<file path="src/rtl/alu_pkg.sv">
// Shared definitions for the sequential ALU: opcodes, FSM encodings,
// flag-vector bit positions and the shifter mode type.
package alu_pkg;

  // Operation codes; 11..15 are unassigned and pass operand a through
  localparam logic [3:0] OP_ADD = 4'd0;
  localparam logic [3:0] OP_SUB = 4'd1;
  localparam logic [3:0] OP_MOV = 4'd2;
  localparam logic [3:0] OP_AND = 4'd3;
  localparam logic [3:0] OP_OR  = 4'd4;
  localparam logic [3:0] OP_XOR = 4'd5;
  localparam logic [3:0] OP_SLL = 4'd6;
  localparam logic [3:0] OP_ROL = 4'd7;
  localparam logic [3:0] OP_SRL = 4'd8;
  localparam logic [3:0] OP_SRA = 4'd9;
  localparam logic [3:0] OP_MUL = 4'd10;

  // FSM state encodings
  localparam logic [0:0] ST_IDLE = 1'b0;
  localparam logic [0:0] ST_MUL  = 1'b1;

  // Bit positions inside the packed flag vector {C,Z,V,S}
  localparam int FLAG_S = 0;
  localparam int FLAG_V = 1;
  localparam int FLAG_Z = 2;
  localparam int FLAG_C = 3;

  // Shifter operating modes
  typedef enum logic [1:0] {
    SH_SLL = 2'd0,
    SH_ROL = 2'd1,
    SH_SRL = 2'd2,
    SH_SRA = 2'd3
  } shift_mode_t;

  // Builds the flag vector in the shared {C,Z,V,S} order
  function automatic logic [3:0] pack_flags(input logic c, input logic z,
                                            input logic v, input logic s);
    return {c, z, v, s};
  endfunction

endpackage

</file>
<file path="src/rtl/alu_seq_if.sv">
// Operation/result handshake bundle for the sequential ALU.
// The master issues operations and consumes results; the slave is the ALU.
interface alu_seq_if #(
  parameter int W = 16
);
  logic         in_valid;
  logic         in_ready;
  logic [3:0]   op;
  logic [W-1:0] a;
  logic [W-1:0] b;
  logic         out_valid;
  logic         out_ready;
  logic [W-1:0] result;
  logic         S;
  logic         V;
  logic         Z;
  logic         C;

  modport master (
    output in_valid, op, a, b, out_ready,
    input  in_ready, out_valid, result, S, V, Z, C
  );

  modport slave (
    input  in_valid, op, a, b, out_ready,
    output in_ready, out_valid, result, S, V, Z, C
  );
endinterface

</file>
<file path="src/rtl/alu_shift.sv">
// Combinational shifter/rotator. Each mode works on a double-width
// extension so the bit shifted out lands at a fixed position, which
// gives the carry without a variable bit select. Amount 0 yields carry 0.
module alu_shift
  import alu_pkg::*;
#(
  parameter int W = 16
) (
  input  logic [W-1:0]         value,
  input  logic [$clog2(W)-1:0] amount,
  input  shift_mode_t          mode,
  output logic [W-1:0]         shifted,
  output logic                 carry
);

  logic [2*W-1:0] ext;

  // Select the shift flavour and pick result/carry out of the extension
  always_comb begin
    ext     = '0;
    shifted = '0;
    carry   = 1'b0;
    case (mode)
      SH_SLL: begin
        ext     = {{W{1'b0}}, value} << amount;
        shifted = ext[W-1:0];
        carry   = ext[W];
      end
      SH_ROL: begin
        ext     = {value, value} << amount;
        shifted = ext[2*W-1:W];
      end
      SH_SRL: begin
        ext     = {value, {W{1'b0}}} >> amount;
        shifted = ext[2*W-1:W];
        carry   = ext[W-1];
      end
      SH_SRA: begin
        ext     = $signed({value, {W{1'b0}}}) >>> amount;
        shifted = ext[2*W-1:W];
        carry   = ext[W-1];
      end
      default: begin
        shifted = value;
      end
    endcase
  end

endmodule

</file>
<file path="src/rtl/alu_seq.sv">
// Sequential ALU with valid/ready handshakes on both sides.
// Single-cycle ops complete on the accepting edge; MUL is a shift-add
// multiplier that consumes one bit of b per cycle and finishes W cycles
// after acceptance. Result and flags are registered and held until taken.
module alu_seq
  import alu_pkg::*;
#(
  parameter int W  = 16,
  parameter int SH = $clog2(W)
) (
  input logic       clk,
  input logic       rst,
  alu_seq_if.slave  bus
);

  logic [0:0]     state;
  logic           out_valid_q;
  logic [W-1:0]   result_q;
  logic [3:0]     flags_q;

  logic [SH-1:0]  mul_cnt;
  logic [2*W-1:0] mul_acc;
  logic [2*W-1:0] mul_mcand;
  logic [W-1:0]   mul_mplier;

  logic           in_ready;
  logic           accept;

  shift_mode_t    shift_mode;
  logic [W-1:0]   shift_res;
  logic           shift_c;

  logic [W:0]     sum;
  logic [W:0]     diff;
  logic [W-1:0]   alu_res;
  logic           alu_c;
  logic           alu_v;

  logic [2*W-1:0] mul_add;
  logic           mul_last;
  logic           mul_hi_nz;
  logic [W-1:0]   mul_lo;

  // A new op may enter only when idle and the output slot is free or draining
  assign in_ready = (state == ST_IDLE) && (!out_valid_q || bus.out_ready) && !rst;
  assign accept   = bus.in_valid && in_ready;

  assign bus.in_ready  = in_ready;
  assign bus.out_valid = out_valid_q;
  assign bus.result    = result_q;
  assign bus.S         = flags_q[FLAG_S];
  assign bus.V         = flags_q[FLAG_V];
  assign bus.Z         = flags_q[FLAG_Z];
  assign bus.C         = flags_q[FLAG_C];

  // Map the shift opcodes onto shifter modes
  always_comb begin
    shift_mode = SH_SLL;
    case (bus.op)
      OP_SLL:  shift_mode = SH_SLL;
      OP_ROL:  shift_mode = SH_ROL;
      OP_SRL:  shift_mode = SH_SRL;
      OP_SRA:  shift_mode = SH_SRA;
      default: shift_mode = SH_SLL;
    endcase
  end

  alu_shift #(
    .W(W)
  ) u_shift (
    .value  (bus.a),
    .amount (bus.b[SH-1:0]),
    .mode   (shift_mode),
    .shifted(shift_res),
    .carry  (shift_c)
  );

  // Single-cycle datapath: result plus carry/overflow for each opcode
  always_comb begin
    sum     = {1'b0, bus.a} + {1'b0, bus.b};
    diff    = {1'b0, bus.a} - {1'b0, bus.b};
    alu_res = bus.a;
    alu_c   = 1'b0;
    alu_v   = 1'b0;
    case (bus.op)
      OP_ADD: begin
        alu_res = sum[W-1:0];
        alu_c   = sum[W];
        alu_v   = (bus.a[W-1] == bus.b[W-1]) && (alu_res[W-1] != bus.a[W-1]);
      end
      OP_SUB: begin
        alu_res = diff[W-1:0];
        alu_c   = diff[W];
        alu_v   = (bus.a[W-1] != bus.b[W-1]) && (alu_res[W-1] != bus.a[W-1]);
      end
      OP_MOV: alu_res = bus.b;
      OP_AND: alu_res = bus.a & bus.b;
      OP_OR:  alu_res = bus.a | bus.b;
      OP_XOR: alu_res = bus.a ^ bus.b;
      OP_SLL, OP_SRL, OP_SRA: begin
        alu_res = shift_res;
        alu_c   = shift_c;
      end
      OP_ROL: alu_res = shift_res;
      default: alu_res = bus.a;
    endcase
  end

  // One shift-add step; the last step's sum is the full product
  assign mul_add   = mul_acc + (mul_mplier[0] ? mul_mcand : {(2*W){1'b0}});
  assign mul_last  = (mul_cnt == SH'(W - 1));
  assign mul_hi_nz = |mul_add[2*W-1:W];
  assign mul_lo    = mul_add[W-1:0];

  // Control FSM, output registers and multiplier state
  always_ff @(posedge clk) begin
    if (rst) begin
      state       <= ST_IDLE;
      out_valid_q <= 1'b0;
      result_q    <= '0;
      flags_q     <= '0;
      mul_cnt     <= '0;
      mul_acc     <= '0;
      mul_mcand   <= '0;
      mul_mplier  <= '0;
    end else begin
      case (state)
        ST_IDLE: begin
          if (accept) begin
            if (bus.op == OP_MUL) begin
              state       <= ST_MUL;
              out_valid_q <= 1'b0;
              mul_cnt     <= '0;
              mul_acc     <= '0;
              mul_mcand   <= {{W{1'b0}}, bus.a};
              mul_mplier  <= bus.b;
            end else begin
              result_q    <= alu_res;
              flags_q     <= pack_flags(alu_c, alu_res == '0, alu_v, alu_res[W-1]);
              out_valid_q <= 1'b1;
            end
          end else if (out_valid_q && bus.out_ready) begin
            out_valid_q <= 1'b0;
          end
        end
        ST_MUL: begin
          mul_acc    <= mul_add;
          mul_mcand  <= mul_mcand << 1;
          mul_mplier <= mul_mplier >> 1;
          mul_cnt    <= mul_cnt + 1'b1;
          if (mul_last) begin
            state       <= ST_IDLE;
            mul_cnt     <= '0;
            result_q    <= mul_lo;
            flags_q     <= pack_flags(mul_hi_nz, mul_lo == '0, mul_hi_nz, mul_lo[W-1]);
            out_valid_q <= 1'b1;
          end
        end
        default: state <= ST_IDLE;
      endcase
    end
  end

endmodule

</file>
<file path="src/flat_wrapper.sv">
// flat-port wrapper written by rule: the top's interface ports become plain ports
module alu_seq_flat import alu_pkg::*;
#(
  parameter int W  = 16,
  parameter int SH = $clog2(W)
)
  (clk, rst, bus_in_valid, bus_op, bus_a, bus_b, bus_out_ready, bus_in_ready, bus_out_valid, bus_result, bus_S, bus_V, bus_Z, bus_C);
  alu_seq_if #(.W(W)) bus_i ();
  input logic clk;
  input logic rst;
  input wire logic [$bits(bus_i.in_valid)-1:0] bus_in_valid;
  input wire logic [$bits(bus_i.op)-1:0] bus_op;
  input wire logic [$bits(bus_i.a)-1:0] bus_a;
  input wire logic [$bits(bus_i.b)-1:0] bus_b;
  input wire logic [$bits(bus_i.out_ready)-1:0] bus_out_ready;
  output wire logic [$bits(bus_i.in_ready)-1:0] bus_in_ready;
  output wire logic [$bits(bus_i.out_valid)-1:0] bus_out_valid;
  output wire logic [$bits(bus_i.result)-1:0] bus_result;
  output wire logic [$bits(bus_i.S)-1:0] bus_S;
  output wire logic [$bits(bus_i.V)-1:0] bus_V;
  output wire logic [$bits(bus_i.Z)-1:0] bus_Z;
  output wire logic [$bits(bus_i.C)-1:0] bus_C;
  assign bus_i.in_valid = bus_in_valid;
  assign bus_i.op = bus_op;
  assign bus_i.a = bus_a;
  assign bus_i.b = bus_b;
  assign bus_i.out_ready = bus_out_ready;
  assign bus_in_ready = bus_i.in_ready;
  assign bus_out_valid = bus_i.out_valid;
  assign bus_result = bus_i.result;
  assign bus_S = bus_i.S;
  assign bus_V = bus_i.V;
  assign bus_Z = bus_i.Z;
  assign bus_C = bus_i.C;
  alu_seq #(.W(W), .SH(SH)) u_core (.clk(clk), .rst(rst), .bus(bus_i));
endmodule
</file>
<file path="config.mk">
export PLATFORM = sky130hd
export DESIGN_NAME = alu_seq_flat
export DESIGN_NICKNAME = d
export VERILOG_FILES = /design/src/rtl/alu_pkg.sv /design/src/rtl/alu_seq_if.sv /design/src/rtl/alu_shift.sv /design/src/rtl/alu_seq.sv /design/src/flat_wrapper.sv
export SDC_FILE = /design/constraint.sdc
export NUM_CORES = 1
export LEC_CHECK = 0
export CAP_MARGIN = 10
export CORE_ASPECT_RATIO = 0.5
export CORE_MARGIN = 3
export CORE_UTILIZATION = 28
export DETAILED_ROUTE_END_ITERATION = 6
export PLACE_DENSITY = 0.44
export SLEW_MARGIN = 30
export SYNTH_ARGS = -nofsm -noshare
export SYNTH_HDL_FRONTEND = slang
export SYNTH_SLANG_ARGS = --single-unit
</file>
<file path="constraint.sdc">
create_clock -name clk -period 3.3 [get_ports clk]
set_clock_uncertainty 0.05 [all_clocks]
set_input_delay 0.33 -clock clk [delete_from_list [all_inputs] [get_ports clk]]
set_output_delay 0.33 -clock clk [all_outputs]
set_load 0.05 [all_outputs]
</file>
==> qor.yml <==
hpwlAfterDp_um: 40200
crit_required_ns: 3.53
crit_type: "reg -> reg"
first_pass_iters: 6
n_antenna_cell: 0
hp-class: "in -> reg"
rsz0062_at_grt: "true"
synth.avg_cell_area_um2: 7.39
final_area_um2: 16300
syn-num-nets: 1607
postSynth.asyncResetShare_pct: 0
p_seq_share_pct: 31.5
synthFlopType: "dfxtp_1"
ys_ff_latch: 105
cts_tree: "yes"
ys_warn_count: 0
p_total_mw: 4.16
drcViolationCount: 0
r2r-start: "u_core.mul_mplier[0]"
synthCells: 1483
setup_viol: 2
overflow: 0
htree_levels: 3
setup_slack_ns: -0.0976
die-width_um: 286
synth_edf_count: 0
ir_drop_uv: 217
die-area_um2: 41700
start_kind: "flip-flop"
synth_top_cell_by_area: "dfxtp_1"
yosysUniqueCellTypes: 86
crit_path_max_fanout: 18
coreArea_um2: 38000
grt_pass1_wl_um: 79000
antenna_found_initial: 2
tightest_slew_ns: 0.734
rows: 50
violations: "setup timing"
synth_top_area_share_pct: 19.2
start_util_pct: 28.9
max-slew-margin-rel_pct: 51.1
powerDensity_nw_per_um2: 255
p_clk_share_pct: 28.4
hold_start: "rst"
finalCritPeriodShare_pct: 103
swShare_pct: 37.6
maxSlewViolCount: 0
drv_cap: 0
numCtsBuffers: 9
crit_arrival_ns: 3.62
drive_above_1_share_pct: 34.0
ys_seq_area_share_pct: 19.2
cp-startpoint: "u_core.mul_mplier[0]"
nets: 1985
place_area_um2: 14900
intPower_mw: 2.59
place_congestion: 0.998
ant_nets: 0
whs_path_depth: 3
drt-initial-drc-count: 1300
vias_per_cell: 5.54
postRouteWirelength_um: 52000
path_clk_slew_ns: 0.09
ff2ff_path_depth: 17
grt_max_degree: 94
status: "finished, violations left"
grt_pass1_vias: 12887
wl_per_cell_um: 21.8
cts.sinks: 105
crit_path_end_kind: "flip-flop"
tns_ns: -0.186
die_y_um: 146
vias: 13211
synthTopCellsByArea: "dfxtp_1 (19%), ha_1 (9.2%), a21oi_1 (7.7%)"
n_fill_cell: 3948
final-hold-violation-count: 0
io_pins: 62
cts-root-buf: "clkbuf_16"
pwr-share-comb_pct: 40.1
syn_to_final_growth_pct: 48.6
fmax_mhz: 294
switchingPower_mw: 1.57
power_leakage_nw: 6.99
grt_use_total_pct: 24.2
period_needed_ns: 3.40
numPortBuffers: 61
cts.path.max_buffers: 2
synth_area_um2: 11000
clock_latency_ns: 0.39
-- cell type report --
class / count / area [um^2] / share of cell area, %
timing repair buffer: 489 / 3970 / 24.4
multi-input combinational: 1194 / 9000 / 55.3
clock inverter: 7 / 93.8 / 0.576
tap: 520 / 651 / 4.00
sequential: 105 / 2110 / 12.9
clock buffer: 9 / 225 / 1.38
inverter: 62 / 233 / 1.43
-- cells by family (layout without fill, tap and decap cells) --
family                   count (synthesis)  in the layout  share of synthesized area [%]
AO/OA/AOI/OAI                          510            510                           30.6
XOR/XNOR                                38             38                           3.04
adder cells (fa/ha/maj)                 84             84                           9.79
buffers and inverters                  184            567                           6.62
flip-flops                             105            105                           19.2
multiplexers                            69             69                           8.84
AND/OR/NAND/NOR                        493            493                           21.9
-- registers in the layout, summed over array words and instances, names as in the netlist --
register and flops:
u_core.bus.out_valid 1, u_core.bus.result 15, u_core.flags_q 4, u_core.mul_acc 32, u_core.mul_cnt 4, u_core.mul_mcand 32, u_core.mul_mplier 16, u_core.state 1
-- Yosys cell counts, drive strengths merged, types with 6 or more instances --
library cell,number
mux2i,33
a21boi,6
and3,38
a21oi,169
a31oi,18
nor4,8
xor2,14
nor2,137
o41ai,6
or3,8
o22ai,10
a41oi,6
a211oi,29
o21bai,11
o21a,6
a221oi,10
o31ai,6
dfxtp,105
buf,20
clkbuf,102
nand4,13
nand3,29
o21ai,70
a22oi,46
mux2,16
a21o,16
xnor2,24
mux4,20
nor3,32
nor2b,18
o2111ai,8
nand2b,11
ha,81
and2,36
a311oi,10
o211ai,20
nand2,133
inv,61
-- through the flow --
| step | hold slack (ns) | cells | utilization [%] | setup slack, ns |
|---|---|---|---|---|
| floorplan | 0.387 | 1483 | - | 0.0267 |
| global placement | 0.393 | 2343 | 39.1 | -0.670 |
| detailed placement | 0.398 | 2343 | 39.1 | -0.746 |
| CTS | 0.304 | 2375 | 41.3 | -0.0320 |
| global route | 0.327 | 2386 | 42.9 | -0.221 |
| finish | 0.324 | 2386 | 42.9 | -0.0976 |
-- timing repair --
item | CTS | global route
hold buffers | 0 | 0
gates resized for setup | 81 | 98
setup endpoints to repair | 10 | 15
cloned | 0 | 0
pin swaps | 42 | 37
setup buffers | 16 | 10
-- worst max-delay path: stages, from the launching register on --
cell,delay (ns)
dfxtp_2,0.34
buf_6,0.15
buf_8,0.15
and2_1,0.19
ha_4,0.28
buf_4,0.14
and3_4,0.19
nand4_1,0.11
a21oi_1,0.13
o21ai_1,0.10
buf_4,0.15
a31o_2,0.25
xnor2_1,0.15
nor2_1,0.19
nand4bb_4,0.13
nor4b_4,0.37
buf_4,0.18
a211oi_1,0.06
-- placed cells by master (no fill, tap or decap), types with 16 or more instances in the layout --
| cell | instances |
|---|---|
| and3_1 | 36 |
| a21oi_1 | 155 |
| nand3_1 | 28 |
| o211ai_1 | 20 |
| o21ai_0 | 54 |
| and2_1 | 26 |
| nor2_1 | 133 |
| nor3_1 | 30 |
| ha_1 | 59 |
| inv_1 | 57 |
| dfxtp_1 | 102 |
| ha_4 | 19 |
| a211oi_1 | 20 |
| mux2i_1 | 29 |
| mux4_2 | 20 |
| xnor2_1 | 21 |
| nor2b_1 | 16 |
| nand2_1 | 131 |
| a22oi_1 | 44 |
| clkdlybuf4s50_1 | 50 |
| buf_4 | 410 |
-- layer usage --
metal / part of all wire (%) / GRT usage (%)
met1: 47 / 34.5
met2: 44 / 37.8
met3: 7.0 / 4.77
met4: 1.7 / 4.67
met5: 0.12 / 0
-- power groups by stage --
stage	registers, mW	logic [mW]	clock network, mW
after floorplan	1.40	0.696	0
after global placement	1.34	1.54	0
after detailed placement	1.34	1.54	0
after CTS	1.31	1.59	1.23
after global routing	1.31	1.77	1.27
final	1.31	1.67	1.18
-- final timing paths --
check             slack, ns                   end
hold / removal         0.32  u_core.bus.result[2]
setup / recovery       -0.1     u_core.flags_q[3]
hold reg to reg        0.41  u_core.mul_mplier[1]
setup reg to reg       -0.1     u_core.flags_q[3]
Note: power is estimated with default switching activity, not from simulation.
